`config.mk`:
```
export PLATFORM = sky130hd
export DESIGN_NAME = dm_port_arbiter_flat
export DESIGN_NICKNAME = d
export VERILOG_FILES = /design/src/rtl/dm_arb_pkg.sv /design/src/rtl/dm_port_arbiter_if.sv /design/src/rtl/rr_arbiter2.sv /design/src/rtl/dm_port_arbiter.sv /design/src/flat_wrapper.sv
export SDC_FILE = /design/constraint.sdc
export NUM_CORES = 1
export LEC_CHECK = 0
export CORE_AREA = 2 2 114 116
export DETAILED_ROUTE_END_ITERATION = 10
export DIE_AREA = 0 0 116 118
export GPL_TIMING_DRIVEN = 0
export HOLD_SLACK_MARGIN = 0.03
export PLACE_DENSITY = 0.69
export REMOVE_ABC_BUFFERS = 1
export SKIP_CTS_REPAIR_TIMING = 1
export SYNTH_ARGS = -nofsm -noshare
export SYNTH_HDL_FRONTEND = slang
export SYNTH_SLANG_ARGS = --single-unit
```
`constraint.sdc`:
```
create_clock -name clk -period 1.95 [get_ports clk]
set_clock_uncertainty 0.15 [all_clocks]
set_input_delay 0.39 -clock clk [delete_from_list [all_inputs] [get_ports clk]]
set_output_delay 0.39 -clock clk [all_outputs]
set_load 0.03 [all_outputs]
```
`src/rtl/dm_arb_pkg.sv`:
```
// Shared types and constants for the data-memory port arbiter.
package dm_arb_pkg;

  typedef enum logic [1:0] {
    IDLE  = 2'd0,
    ISSUE = 2'd1,
    RESP  = 2'd2
  } state_t;

  localparam logic       OWN_M0  = 1'b0;
  localparam logic       OWN_M1  = 1'b1;
  localparam logic [3:0] BE_WORD = 4'hF;

  // True when any address bit above the word-index field is set.
  function automatic logic addr_out_of_range(input logic [31:0] addr, input int widx_w);
    return (addr >> (widx_w + 2)) != 32'd0;
  endfunction

endpackage

```
`src/rtl/dm_port_arbiter_if.sv`:
```
// Requester-side command/response bundle for one arbiter port.
interface dm_port_arbiter_if;
  logic        req;
  logic        we;
  logic [31:0] addr;
  logic [3:0]  be;
  logic [31:0] wdata;
  logic        gnt;
  logic        ack;
  logic        err;
  logic [31:0] rdata;

  modport master (output req, we, addr, be, wdata, input gnt, ack, err, rdata);
  modport slave  (input req, we, addr, be, wdata, output gnt, ack, err, rdata);
endinterface

```
`src/rtl/rr_arbiter2.sv`:
```
// Two-way round-robin arbiter: a lone requester wins, on contention the
// port that did not win last time wins.
module rr_arbiter2
  import dm_arb_pkg::*;
(
  input  logic [1:0] req,
  input  logic       last_owner,
  input  logic       enable,
  output logic [1:0] gnt,
  output logic       winner
);

  // Pick the winner and drive a one-hot grant when enabled.
  always_comb begin
    winner = OWN_M0;
    gnt    = 2'b00;
    case (req)
      2'b01:   winner = OWN_M0;
      2'b10:   winner = OWN_M1;
      2'b11:   winner = ~last_owner;
      default: winner = OWN_M0;
    endcase
    if (enable && (req != 2'b00)) begin
      gnt = (winner == OWN_M1) ? 2'b10 : 2'b01;
    end else begin
      gnt = 2'b00;
    end
  end

endmodule

```
`src/rtl/dm_port_arbiter.sv`:
```
// Shares the single-ported data memory between two requesters using a
// fixed three-phase IDLE/ISSUE/RESP transaction.
module dm_port_arbiter
  import dm_arb_pkg::*;
#(
  parameter int WIDX_W = 12,
  parameter int DATA_W = 32
)
(
  input  logic                clk,
  input  logic                reset,
  dm_port_arbiter_if.slave    m0,
  dm_port_arbiter_if.slave    m1,
  output logic                mem_en,
  output logic [DATA_W/8-1:0] mem_we,
  output logic [WIDX_W-1:0]   mem_idx,
  output logic [DATA_W-1:0]   mem_wdata,
  input  logic [DATA_W-1:0]   mem_rdata
);

  state_t                state;
  state_t                state_nx;
  logic                  last_owner;
  logic                  owner;
  logic                  cap_we;
  logic [DATA_W/8-1:0]   cap_be;
  logic [DATA_W-1:0]     cap_wdata;
  logic [WIDX_W-1:0]     cap_idx;
  logic                  range_err;

  logic [1:0]            gnt;
  logic                  winner;
  logic                  arb_en;
  logic                  sel_we;
  logic [3:0]            sel_be;
  logic [31:0]           sel_addr;
  logic [31:0]           sel_wdata;
  logic [DATA_W-1:0]     resp_data;

  // Grants only in IDLE; masked during reset so every output reads zero.
  assign arb_en = (state == IDLE) && !reset;

  rr_arbiter2 u_arb (
    .req        ({m1.req, m0.req}),
    .last_owner (last_owner),
    .enable     (arb_en),
    .gnt        (gnt),
    .winner     (winner)
  );

  assign m0.gnt = gnt[0];
  assign m1.gnt = gnt[1];

  // Select the winning port's command fields for capture.
  always_comb begin
    sel_we    = m0.we;
    sel_be    = m0.be;
    sel_addr  = m0.addr;
    sel_wdata = m0.wdata;
    if (winner == OWN_M1) begin
      sel_we    = m1.we;
      sel_be    = m1.be;
      sel_addr  = m1.addr;
      sel_wdata = m1.wdata;
    end else begin
      sel_we    = m0.we;
      sel_be    = m0.be;
      sel_addr  = m0.addr;
      sel_wdata = m0.wdata;
    end
  end

  // Next-state logic of the transaction sequencer.
  always_comb begin
    state_nx = state;
    case (state)
      IDLE:    state_nx = (gnt != 2'b00) ? ISSUE : IDLE;
      ISSUE:   state_nx = RESP;
      RESP:    state_nx = IDLE;
      default: state_nx = IDLE;
    endcase
  end

  // State register and command capture on grant.
  always_ff @(posedge clk or posedge reset) begin
    if (reset) begin
      state      <= IDLE;
      last_owner <= OWN_M1;
      owner      <= OWN_M0;
      cap_we     <= 1'b0;
      cap_be     <= {(DATA_W/8){1'b0}};
      cap_wdata  <= {DATA_W{1'b0}};
      cap_idx    <= {WIDX_W{1'b0}};
      range_err  <= 1'b0;
    end else begin
      state <= state_nx;
      if (gnt != 2'b00) begin
        last_owner <= winner;
        owner      <= winner;
        cap_we     <= sel_we;
        cap_be     <= sel_be;
        cap_wdata  <= sel_wdata;
        cap_idx    <= WIDX_W'(sel_addr >> 2);
        range_err  <= addr_out_of_range(sel_addr, WIDX_W);
      end
    end
  end

  // Memory strobes in ISSUE and the owner's response in RESP.
  always_comb begin
    mem_en    = 1'b0;
    mem_we    = {(DATA_W/8){1'b0}};
    mem_idx   = cap_idx;
    mem_wdata = cap_wdata;
    resp_data = {DATA_W{1'b0}};
    m0.ack    = 1'b0;
    m0.err    = 1'b0;
    m0.rdata  = {DATA_W{1'b0}};
    m1.ack    = 1'b0;
    m1.err    = 1'b0;
    m1.rdata  = {DATA_W{1'b0}};
    if (state == ISSUE) begin
      mem_en = !range_err;
      if (cap_we && !range_err) begin
        mem_we = cap_be & BE_WORD;
      end else begin
        mem_we = {(DATA_W/8){1'b0}};
      end
    end else begin
      mem_en = 1'b0;
    end
    if (state == RESP) begin
      if (!cap_we && !range_err) begin
        resp_data = mem_rdata;
      end else begin
        resp_data = {DATA_W{1'b0}};
      end
      if (owner == OWN_M1) begin
        m1.ack   = 1'b1;
        m1.err   = range_err;
        m1.rdata = resp_data;
      end else begin
        m0.ack   = 1'b1;
        m0.err   = range_err;
        m0.rdata = resp_data;
      end
    end else begin
      resp_data = {DATA_W{1'b0}};
    end
  end

endmodule
```
`src/flat_wrapper.sv`:
```
// flat-port wrapper written by rule: the top's interface ports become plain ports
module dm_port_arbiter_flat import dm_arb_pkg::*;
#(
  parameter int WIDX_W = 12,
  parameter int DATA_W = 32
)
  (clk, reset, mem_en, mem_we, mem_idx, mem_wdata, mem_rdata, m0_req, m0_we, m0_addr, m0_be, m0_wdata, m0_gnt, m0_ack, m0_err, m0_rdata, m1_req, m1_we, m1_addr, m1_be, m1_wdata, m1_gnt, m1_ack, m1_err, m1_rdata);
  dm_port_arbiter_if m0_i ();
  dm_port_arbiter_if m1_i ();
  input  logic clk;
  input  logic reset;
  output logic mem_en;
  output logic [DATA_W/8-1:0] mem_we;
  output logic [WIDX_W-1:0] mem_idx;
  output logic [DATA_W-1:0] mem_wdata;
  input  logic [DATA_W-1:0] mem_rdata;
  input wire logic [$bits(m0_i.req)-1:0] m0_req;
  input wire logic [$bits(m0_i.we)-1:0] m0_we;
  input wire logic [$bits(m0_i.addr)-1:0] m0_addr;
  input wire logic [$bits(m0_i.be)-1:0] m0_be;
  input wire logic [$bits(m0_i.wdata)-1:0] m0_wdata;
  output wire logic [$bits(m0_i.gnt)-1:0] m0_gnt;
  output wire logic [$bits(m0_i.ack)-1:0] m0_ack;
  output wire logic [$bits(m0_i.err)-1:0] m0_err;
  output wire logic [$bits(m0_i.rdata)-1:0] m0_rdata;
  input wire logic [$bits(m1_i.req)-1:0] m1_req;
  input wire logic [$bits(m1_i.we)-1:0] m1_we;
  input wire logic [$bits(m1_i.addr)-1:0] m1_addr;
  input wire logic [$bits(m1_i.be)-1:0] m1_be;
  input wire logic [$bits(m1_i.wdata)-1:0] m1_wdata;
  output wire logic [$bits(m1_i.gnt)-1:0] m1_gnt;
  output wire logic [$bits(m1_i.ack)-1:0] m1_ack;
  output wire logic [$bits(m1_i.err)-1:0] m1_err;
  output wire logic [$bits(m1_i.rdata)-1:0] m1_rdata;
  assign m0_i.req = m0_req;
  assign m0_i.we = m0_we;
  assign m0_i.addr = m0_addr;
  assign m0_i.be = m0_be;
  assign m0_i.wdata = m0_wdata;
  assign m0_gnt = m0_i.gnt;
  assign m0_ack = m0_i.ack;
  assign m0_err = m0_i.err;
  assign m0_rdata = m0_i.rdata;
  assign m1_i.req = m1_req;
  assign m1_i.we = m1_we;
  assign m1_i.addr = m1_addr;
  assign m1_i.be = m1_be;
  assign m1_i.wdata = m1_wdata;
  assign m1_gnt = m1_i.gnt;
  assign m1_ack = m1_i.ack;
  assign m1_err = m1_i.err;
  assign m1_rdata = m1_i.rdata;
  dm_port_arbiter #(.WIDX_W(WIDX_W), .DATA_W(DATA_W)) u_core (.clk(clk), .reset(reset), .m0(m0_i), .m1(m1_i), .mem_en(mem_en), .mem_we(mem_we), .mem_idx(mem_idx), .mem_wdata(mem_wdata), .mem_rdata(mem_rdata));
endmodule
```
==> results of run 1 <==
cell families (layout without fill, tap and decap cells):
kind of cell    count (synthesis)  after routing  synth area share [%]
compound gates                 54             55                  9.17
buf+inv                        32            330                  5.08
flops                          54             54                  44.3
mux                            49             49                  16.1
other cells                     0              1                     0
simple gates                  144            148                  25.4
per-stage QoR:
step           worst slack [ps]  hold slack [ps]
2_1_floorplan             -3240              289
3_3_place_gp              -4950              310
3_5_place_dp              -1140              319
4_1_cts                   -1230              336
5_1_grt                    -347              144
6_report                   -282              108
power by group through the flow:
stage / clock network, W / logic [W] / registers, W
after floorplan: 0 / 0.000605 / 0.00203
after global placement: 0 / 0.00215 / 0.00157
after detailed placement: 0 / 0.00222 / 0.00159
after CTS: 0.000959 / 0.00222 / 0.00158
after global routing: 0.00101 / 0.00257 / 0.00164
final: 0.000925 / 0.00242 / 0.00160
cell usage after synthesis:
| cell | number |
|---|---|
| o31ai_1 | 1 |
| dfstp_2 | 1 |
| and4_1 | 1 |
| clkbuf_1 | 18 |
| and3b_1 | 1 |
| and3_1 | 68 |
| a21boi_1 | 1 |
| buf_2 | 4 |
| o21ai_0 | 49 |
| a21o_1 | 2 |
| dfrtp_1 | 53 |
| nor4_1 | 7 |
| mux2i_1 | 49 |
| nand2_1 | 53 |
| buf_4 | 8 |
| and2_1 | 2 |
| nor4_2 | 1 |
| nand3_1 | 1 |
| o21ai_1 | 1 |
| or4_4 | 1 |
| nor3_1 | 2 |
| inv_1 | 2 |
| nor3b_2 | 1 |
| nor2b_1 | 2 |
| nor2_1 | 4 |
critical path: stages (launching register included):
cell and delay (ps):
dfrtp_2 480, nor3b_4 240, buf_6 160, buf_6 100, buf_6 90, and3_1 190, buf_6 140
worst min-delay path by stage:
stage	slack, ps	end	cells past startpoint
floorplan	290	u_core.state[1]	1
global placement	310	u_core.mem_wdata[20]	2
detailed placement	320	u_core.mem_wdata[31]	2
CTS	340	u_core.mem_wdata[31]	2
global route	140	u_core.mem_wdata[7]	2
finish	110	u_core.owner	2
final cells by class:
| class | count | share of cell area (%) |
|---|---|---|
| diodes | 1 | 0.0365 |
| repair buffers | 320 | 49.0 |
| well taps | 172 | 3.14 |
| multi-input cells | 252 | 25.7 |
| flip-flops and latches | 54 | 19.8 |
| inverters | 2 | 0.109 |
| clock buffers | 7 | 2.08 |
| clock inverters | 1 | 0.128 |
flip-flops by register name, summed over array words and instances, names as in the netlist:
| register | flops |
|---|---|
| u_core.range_err | 1 |
| u_core.last_owner | 1 |
| u_core.state | 2 |
| u_core.cap_be | 4 |
| u_core.cap_we | 1 |
| u_core.mem_idx | 12 |
| u_core.mem_wdata | 32 |
| u_core.owner | 1 |
placed cells by master (no fill, tap or decap), types with 2 or more instances in the layout:
| cell | count |
|---|---|
| clkdlybuf4s50_1 | 208 |
| buf_6 | 72 |
| nand2_1 | 53 |
| and3_1 | 52 |
| mux2i_1 | 49 |
| o21ai_0 | 49 |
| dfrtp_1 | 48 |
| buf_4 | 19 |
| and3_4 | 16 |
| nor4_1 | 7 |
| clkbuf_16 | 7 |
| dlymetal6s2s_1 | 6 |
| dfrtp_2 | 5 |
| nor2_4 | 4 |
| buf_12 | 4 |
| clkbuf_4 | 4 |
| buf_16 | 3 |
| a21o_1 | 2 |
| and3b_4 | 2 |
| and2_4 | 2 |
| and3b_2 | 2 |
routing by layer:
layer | global-route usage [%] | part of all wire, % | vias to the layer above
met5 | 0 | 0 | -
met4 | 5.21 | 2.0 | 0
met3 | 5.92 | 8.7 | 18
met2 | 34.0 | 56 | 178
met1 | 16.2 | 33 | 1680
li1 | - | - | 1789
==> results by group, run 1 <==
STA
  • TNS Setup: -11140 ps
  • Slew @ Worst Pin: 685 ps
  • Fin. max-slew vios: 0
  • FMAX: between 0.4 and 0.5 GHz
  • Final worst slack: -282 ps
  • RSZ-0062 raised after global routing: true
  • Final min period: ~2200 ps
  • Fin crit share: 114%
  • Worst slew margin relative to its limit: a little over half
  • Final hold viol count: 0
  • Count of final setup violators: 73

Power and ir drop
  • Seq pwr share: 32.4%
  • Comb pwr share: between 40% and 50%
  • Psw: 0.00185 W
  • LEAKAGE: 3.24 nW
  • Sw frac: 37.3%
  • Final Power: 0.00494 W
  • Peak VDD IR: around 0.38 mV
  • PwrDens: approximately 720 mW/mm^2
  • Clock network power share: 18.7%
  • Internal power: 0.00310 W

Cells and area
  • Final design utilization: around 55%
  • Nets@finish: 809
  • Post-Layout Inst Area: between 0.006 and 0.007 sq mm
  • Sequential cell area: 0.00136 sq mm
  • Fin cells: 809
  • Share of cells above drive strength 1: 24.4%
  • Area growth from synthesis to layout: 125%
  • Footprint of the multi-input gates: about 0.0018 sq mm
  • Fillcell total: 1094

Detailed routing
  • DR pass1 iterations: 4
  • # DRC: 0
  • Post-route ant nets: 0
  • Via/cell ratio: between 4 and 5
  • Routed length per instance: 16.8 um
  • Via Count: 3665
  • Routed WL: 13600 um
  • Initial DRC count: 108

CTS
  • Total CTS buffers: 5
  • Clock transition at path regs: 60 ps
  • Longest Clk Path Bufs: 2
  • Later-pin clock latency in the skew report: 280 ps
  • Num Clock Sinks: 54
  • H-tree levels: 2
  • Root Driver: clkbuf_16
  • TritonCTS clock tree: done

Worst setup path
  • Crit-path max FO: 6
  • Worst reg2reg startpoint: u_core.state[0]
  • Critical Path AT: about 1700 ps
  • CP Class: reg2out
  • RR Endpoint: u_core.mem_idx[3]
  • Setup crit end: m0_rdata[5]
  • Register-to-Register Setup Slack: 140 ps
  • Launch point of the worst path: u_core.state[0]
  • CP startpoint kind: flip-flop
  • Required @ worst endpoint: 1410 ps
  • CP endpoint kind: output pin
  • R2R cell count: 7

Global route
  • Initial antenna violation count: 1
  • Vias in the first global route: 3606
  • Total global routing overflow: 0
  • Largest net degree at the start of global routing: 43
  • Global-route wire length before repair: 18500 um
  • Total global-route track usage: between 10% and 20%

Run
  • Max Cap Viol: 0

Place
  • Dpl cells: 770
  • Port Buf Inserts: 288
  • Final GP Congestion: 0.744
  • Post-DP HPWL: just over 10000 um
  • Area after DPL: 0.00618 sq mm

Yosys
  • Yosys cell types: 25
  • Syn Area/Cell: 9.18 sq um
  • Post-Synthesis Cells: around 330
  • Synth top area share: 43.4%
  • Synthesis warning total: 0
  • Post-synthesis register bit count: 54
  • Sequential-to-total area share from yosys stat: 44.3%
  • Top post-synthesis cells by area: dfrtp_1 43%, mux2i_1 16%, and3_1 14%
  • Post-synth top area cell: dfrtp_1
  • Mapped Area: 0.00306 sq mm

Floorplanning
  • # rows: 41
  • CORE AREA: 0.0124 sq mm
  • Die width: 116 um
  • Die Y: 118 um
  • Full die area: 0.0137 sq mm
  • # IOs: just under 300
  • Initial Util: roughly a quarter

Run status
  • Failing checks: negative setup slack
  • Status: finished, violations left

Hold path
  • Worst Hold Class: in2async
Power figures use the tool's default switching activity.
==> run 2, diff against run 1 <==
--- a/config.mk
+++ b/config.mk
@@ -16,3 +16,4 @@
 export SYNTH_ARGS = -nofsm -noshare
 export SYNTH_HDL_FRONTEND = slang
 export SYNTH_SLANG_ARGS = --single-unit
+export TNS_END_PERCENT = 30
==> results by group, run 2 (synthesized netlist as in run 1, its figures left out) <==
Run status
  • Status: finished, violations left
  • Failing checks: negative setup slack

Power and ir drop
  • LEAKAGE: 3.22 nW
  • Internal power: 0.00308 W
  • PwrDens: 729 mW/mm^2
  • Clock network power share: 18.8%
  • Peak VDD IR: 0.380 mV
  • Seq pwr share: 32.5%
  • Final Power: 0.00493 W
  • Sw frac: 37.4%
  • Psw: 0.00184 W
  • Comb pwr share: about half

Detailed routing
  • Initial DRC count: 113
  • Post-route ant nets: 0
  • Routed WL: 13500 um
  • Via/cell ratio: about 4.5
  • # DRC: 0
  • Routed length per instance: 16.7 um
  • DR pass1 iterations: 4
  • Via Count: 3657

STA
  • Final min period: 2270 ps
  • Final hold viol count: 0
  • Count of final setup violators: 73
  • RSZ-0062 raised after global routing: true
  • Worst slew margin relative to its limit: a little over half
  • Slew @ Worst Pin: about 700 ps
  • TNS Setup: -10920 ps
  • Fin. max-slew vios: 0
  • Worst hold slack: 104 ps
  • Fin crit share: 116%
  • FMAX: 0.441 GHz
  • Final worst slack: -316 ps

Worst setup path
  • Worst path top cell family by delay: buffers and inverters
  • CP endpoint kind: output pin
  • CP max stage delay: 480 ps
  • Critical Path AT: 1730 ps
  • Required @ worst endpoint: 1410 ps
  • Most used cell, CP: buf_6
  • CP Class: reg2out
  • Crit-path max FO: 6
  • CP startpoint kind: flip-flop
  • WP buf/inv: 4
  • CP Cell Sequence: nor3b_4 -> buf_6 -> buf_6 -> buf_6 -> and3_1 -> buf_6
  • Slowest cell on crit path: dfrtp_2

CTS
  • Num Clock Sinks: 54
  • H-tree levels: 2
  • Longest Clk Path Bufs: 2
  • Total CTS buffers: 5
  • Root Driver: clkbuf_16
  • Later-pin clock latency in the skew report: approximately 280 ps
  • Clock transition at path regs: 60 ps
  • TritonCTS clock tree: done

Place
  • Final GP Congestion: 0.744
  • Post-DP HPWL: 10200 um
  • Port Buf Inserts: about 290
  • Post-Place Setup Slack: -1140 ps
  • Dpl cells: 770

Floorplanning
  • # rows: 41
  • Die width: around 120 um
  • CORE AREA: 0.0124 sq mm
  • Initial Util: 24.6%
  • # IOs: around 290
  • Die Y: 118 um
  • Full die area: 0.0137 sq mm

Cells and area
  • Share of cells above drive strength 1: between 20% and 30%
  • Commonest non-fill, non-tap cells in the layout: 208 x clkdlybuf4s50_1, 60 x buf_6, 55 x and3_1, 53 x nand2_1
  • Area growth from synthesis to layout: 121%
  • Nets@finish: 806
  • Fin cells: 806
  • Max reg flops: 32
  • Most common cell after layout, fill and taps aside: clkdlybuf4s50_1

Global route
  • Total global-route track usage: 17.3%
  • Global-route wire length before repair: 18500 um
  • Largest net degree at the start of global routing: 43
  • Initial antenna violation count: 1
  • Total global routing overflow: 0
  • Vias in the first global route: 3606

Run
  • Max Cap Viol: 0

Hold path
  • Worst Hold Class: in2async
==> run 2: layout make-up <==
| cell class | instances | area (sq um) |
|---|---|---|
| Fill cell | 1109 | 5650 |
| Timing Repair Buffer | 318 | 3300 |
| Multi-Input combinational cell | 251 | 1730 |
| Sequential cell | 54 | 1360 |
| Tap cell | 172 | 215 |
| Clock buffer | 7 | 143 |
| Clock inverter | 1 | 8.76 |
| Inverter | 2 | 7.51 |
| Antenna cell | 1 | 2.50 |
==> run 2: routing by layer <==
layer  GRT usage [%]  vias to the layer above  share of wire (%)
met4            5.21                        0                2.1
met5               0                        -                  0
met2            34.0                      185                 56
met3            5.92                       21                9.2
met1            16.2                     1671                 33
li1                -                     1780                  -
==> run 2: final timing paths <==
| path | from | endpoint | slack, ps | depth (start not counted) |
|---|---|---|---|---|
| setup / recovery | u_core.state[0] | m0_rdata[5] | -320 | 6 |
| hold / removal | reset | u_core.owner | 100 | 2 |
| setup reg to reg | u_core.state[0] | u_core.mem_wdata[26] | 150 | 7 |
| hold reg to reg | u_core.mem_idx[11] | u_core.mem_idx[11] | 330 | 2 |
| max in group asynchronous | reset | u_core.mem_wdata[15] | 990 | 3 |
| min in group clk | u_core.mem_idx[11] | u_core.mem_idx[11] | 330 | 2 |
==> run 2: power groups by stage <==
stage          Clock [W]  Combinational, W  Sequential [W]
2_1_floorplan          0          0.000605         0.00203
3_3_place_gp           0           0.00215         0.00157
5_1_grt          0.00101           0.00255         0.00164
3_5_place_dp           0           0.00222         0.00159
6_report        0.000928           0.00240         0.00160
4_1_cts         0.000959           0.00222         0.00158
==> run 2: per-stage QoR <==
| step | utilization, % | area, sq um |
|---|---|---|
| floorplan | - | 2910 |
| global placement | 48.4 | 6010 |
| detailed placement | 49.8 | 6180 |
| CTS | 51.0 | 6340 |
| global route | 54.5 | 6760 |
| finish | 54.5 | 6760 |
==> run 3, diff against run 2 <==
==> constraint.sdc (replaced) <==
create_clock -name clk -period 1.95 [get_ports clk]
set_clock_uncertainty 0.15 [all_clocks]
set_input_delay 0.2925 -clock clk [delete_from_list [all_inputs] [get_ports clk]]
set_output_delay 0.2925 -clock clk [all_outputs]
set_load 0.03 [all_outputs]
==> results by group, run 3 (synthesized netlist as in run 1, its figures left out) <==
Run status
  • Status: finished, violations left
  • Failing checks: negative setup slack

Cells and area
  • Max reg flops: 32
  • Final design utilization: roughly 54%
  • Most common cell after layout, fill and taps aside: clkdlybuf4s50_1
  • Commonest non-fill, non-tap cells in the layout: 210 x clkdlybuf4s50_1, 57 x buf_6, 55 x and3_1, 53 x nand2_1
  • Share of cells above drive strength 1: 22.0%
  • Nets@finish: roughly 800
  • Area growth from synthesis to layout: 118%

STA
  • Final min period: about 2200 ps
  • Final worst slack: -212 ps
  • RSZ-0062 raised after global routing: true
  • FMAX: 0.462 GHz
  • Final hold viol count: 0
  • Fin. max-slew vios: 0
  • Fin crit share: 111%
  • Worst slew margin relative to its limit: between 60% and 70%
  • Slew @ Worst Pin: ~600 ps
  • Count of final setup violators: 53

Place
  • Post-DP HPWL: 10200 um
  • Final GP Congestion: 0.744
  • Port Buf Inserts: 288

Detailed routing
  • Routed WL: 13100 um
  • Via Count: 3610
  • DR pass1 iterations: 4
  • Routed length per instance: about 16 um
  • # DRC: 0
  • Post-route ant nets: 0
  • Via/cell ratio: between 4 and 5
  • Initial DRC count: 106

Worst setup path
  • CP endpoint kind: output pin
  • Critical Path AT: 1720 ps
  • Crit-path max FO: 6
  • Required @ worst endpoint: 1510 ps
  • CP Class: reg2out
  • CP startpoint kind: flip-flop

Floorplanning
  • # rows: between 40 and 50
  • CORE AREA: approximately 0.012 sq mm
  • Die width: 116 um
  • # IOs: about 290
  • Die Y: 118 um
  • Full die area: 0.0137 sq mm
  • Initial Util: 24.6%

Global route
  • Largest net degree at the start of global routing: 43
  • Busiest metal layer after global routing: met2
  • Total global-route track usage: 17.3%
  • Initial antenna violation count: 1
  • Total global routing overflow: 0
  • Vias in the first global route: 3606
  • Met1 Use GR: 16.2%
  • Global-route wire length before repair: 18500 um
  • Met2 usage: 34.0%
  • GR Util met3: 5.92%

Power and ir drop
  • LEAKAGE: 3.15 nW
  • PwrDens: 733 mW/mm^2
  • Final Power: 0.00487 W
  • Peak VDD IR: ~0.37 mV

CTS
  • Longest Clk Path Bufs: 2
  • Later-pin clock latency in the skew report: 280 ps
  • Root Driver: clkbuf_16
  • TritonCTS clock tree: done
  • H-tree levels: 2
  • Num Clock Sinks: between 50 and 60
  • Clock transition at path regs: ~60 ps
  • Total CTS buffers: 5

Run
  • Max Cap Viol: 0

Hold path
  • Worst Hold Class: in2async
==> run 3: cell count changes in the layout (fill, tap and decap cells not counted) <==
| cell | before | now |
|---|---|---|
| buf_2 | 3 | 2 |
| buf_4 | 27 | 22 |
| buf_6 | 60 | 57 |
| clkbuf_16 | 7 | 5 |
| clkbuf_2 | 1 | 2 |
| clkdlybuf4s50_1 | 208 | 210 |
| dlymetal6s2s_1 | 6 | 5 |
==> run 3: final timing paths <==
kind	start	end	slack (ps)	cells after the start
min in group clk	u_core.mem_idx[11]	u_core.mem_idx[11]	330	2
max	u_core.state[0]	m0_rdata[5]	-210	6
min reg2reg	u_core.mem_idx[11]	u_core.mem_idx[11]	330	2
max in group asynchronous	reset	u_core.mem_wdata[27]	1090	3
max reg2reg	u_core.last_owner	u_core.cap_be[0]	230	5
min	reset	u_core.owner	5	2
==> run 3: area by class of cell <==
| cell class | count | area (sq um) |
|---|---|---|
| Antenna cell | 1 | 2.50 |
| Clock buffer | 7 | 143 |
| Clock inverter | 1 | 8.76 |
| Fill cell | 1120 | 5770 |
| Inverter | 2 | 7.51 |
| Multi-Input combinational cell | 251 | 1730 |
| Sequential cell | 54 | 1360 |
| Tap cell | 172 | 215 |
| Timing Repair Buffer | 309 | 3180 |
==> run 3: critical path: stages, from the launching register on <==
cell and delay, ps:
dfrtp_2 480, nor3b_4 240, buf_6 160, buf_6 110, buf_6 90, and3_1 210, buf_6 150
==> run 3: report_power, final <==
group | switching (W) | internal (W) | leakage, nW | total (W)
registers | 0.000196 | 0.00140 | 0.660 | 0.00160
logic | 0.00122 | 0.00113 | 2.42 | 0.00235
clock network | 0.000409 | 0.000518 | 0.0745 | 0.000926
total | 0.00182 | 0.00305 | 3.15 | 0.00487
==> run 3: per-stage QoR <==
step	setup WS [ps]	setup TNS (ps)	cell area (sq um)	instances	hold WS, ps
6_report	-212	-4250	6650	797	4.51
5_1_grt	-250	-7220	6650	797	48.6
4_1_cts	-1130	-78240	6340	778	288
3_5_place_dp	-942	-67850	6180	770	319
3_3_place_gp	-4750	-406390	6010	763	310
2_1_floorplan	-3050	-190940	2910	303	289
==> run 3: metal layers <==
metal  vias to the layer above  part of all wire [%]
li1                       1761                     -
met1                      1637                    32
met3                        21                   9.6
met4                         0                   2.2
met2                       191                    56
met5                         -                     0
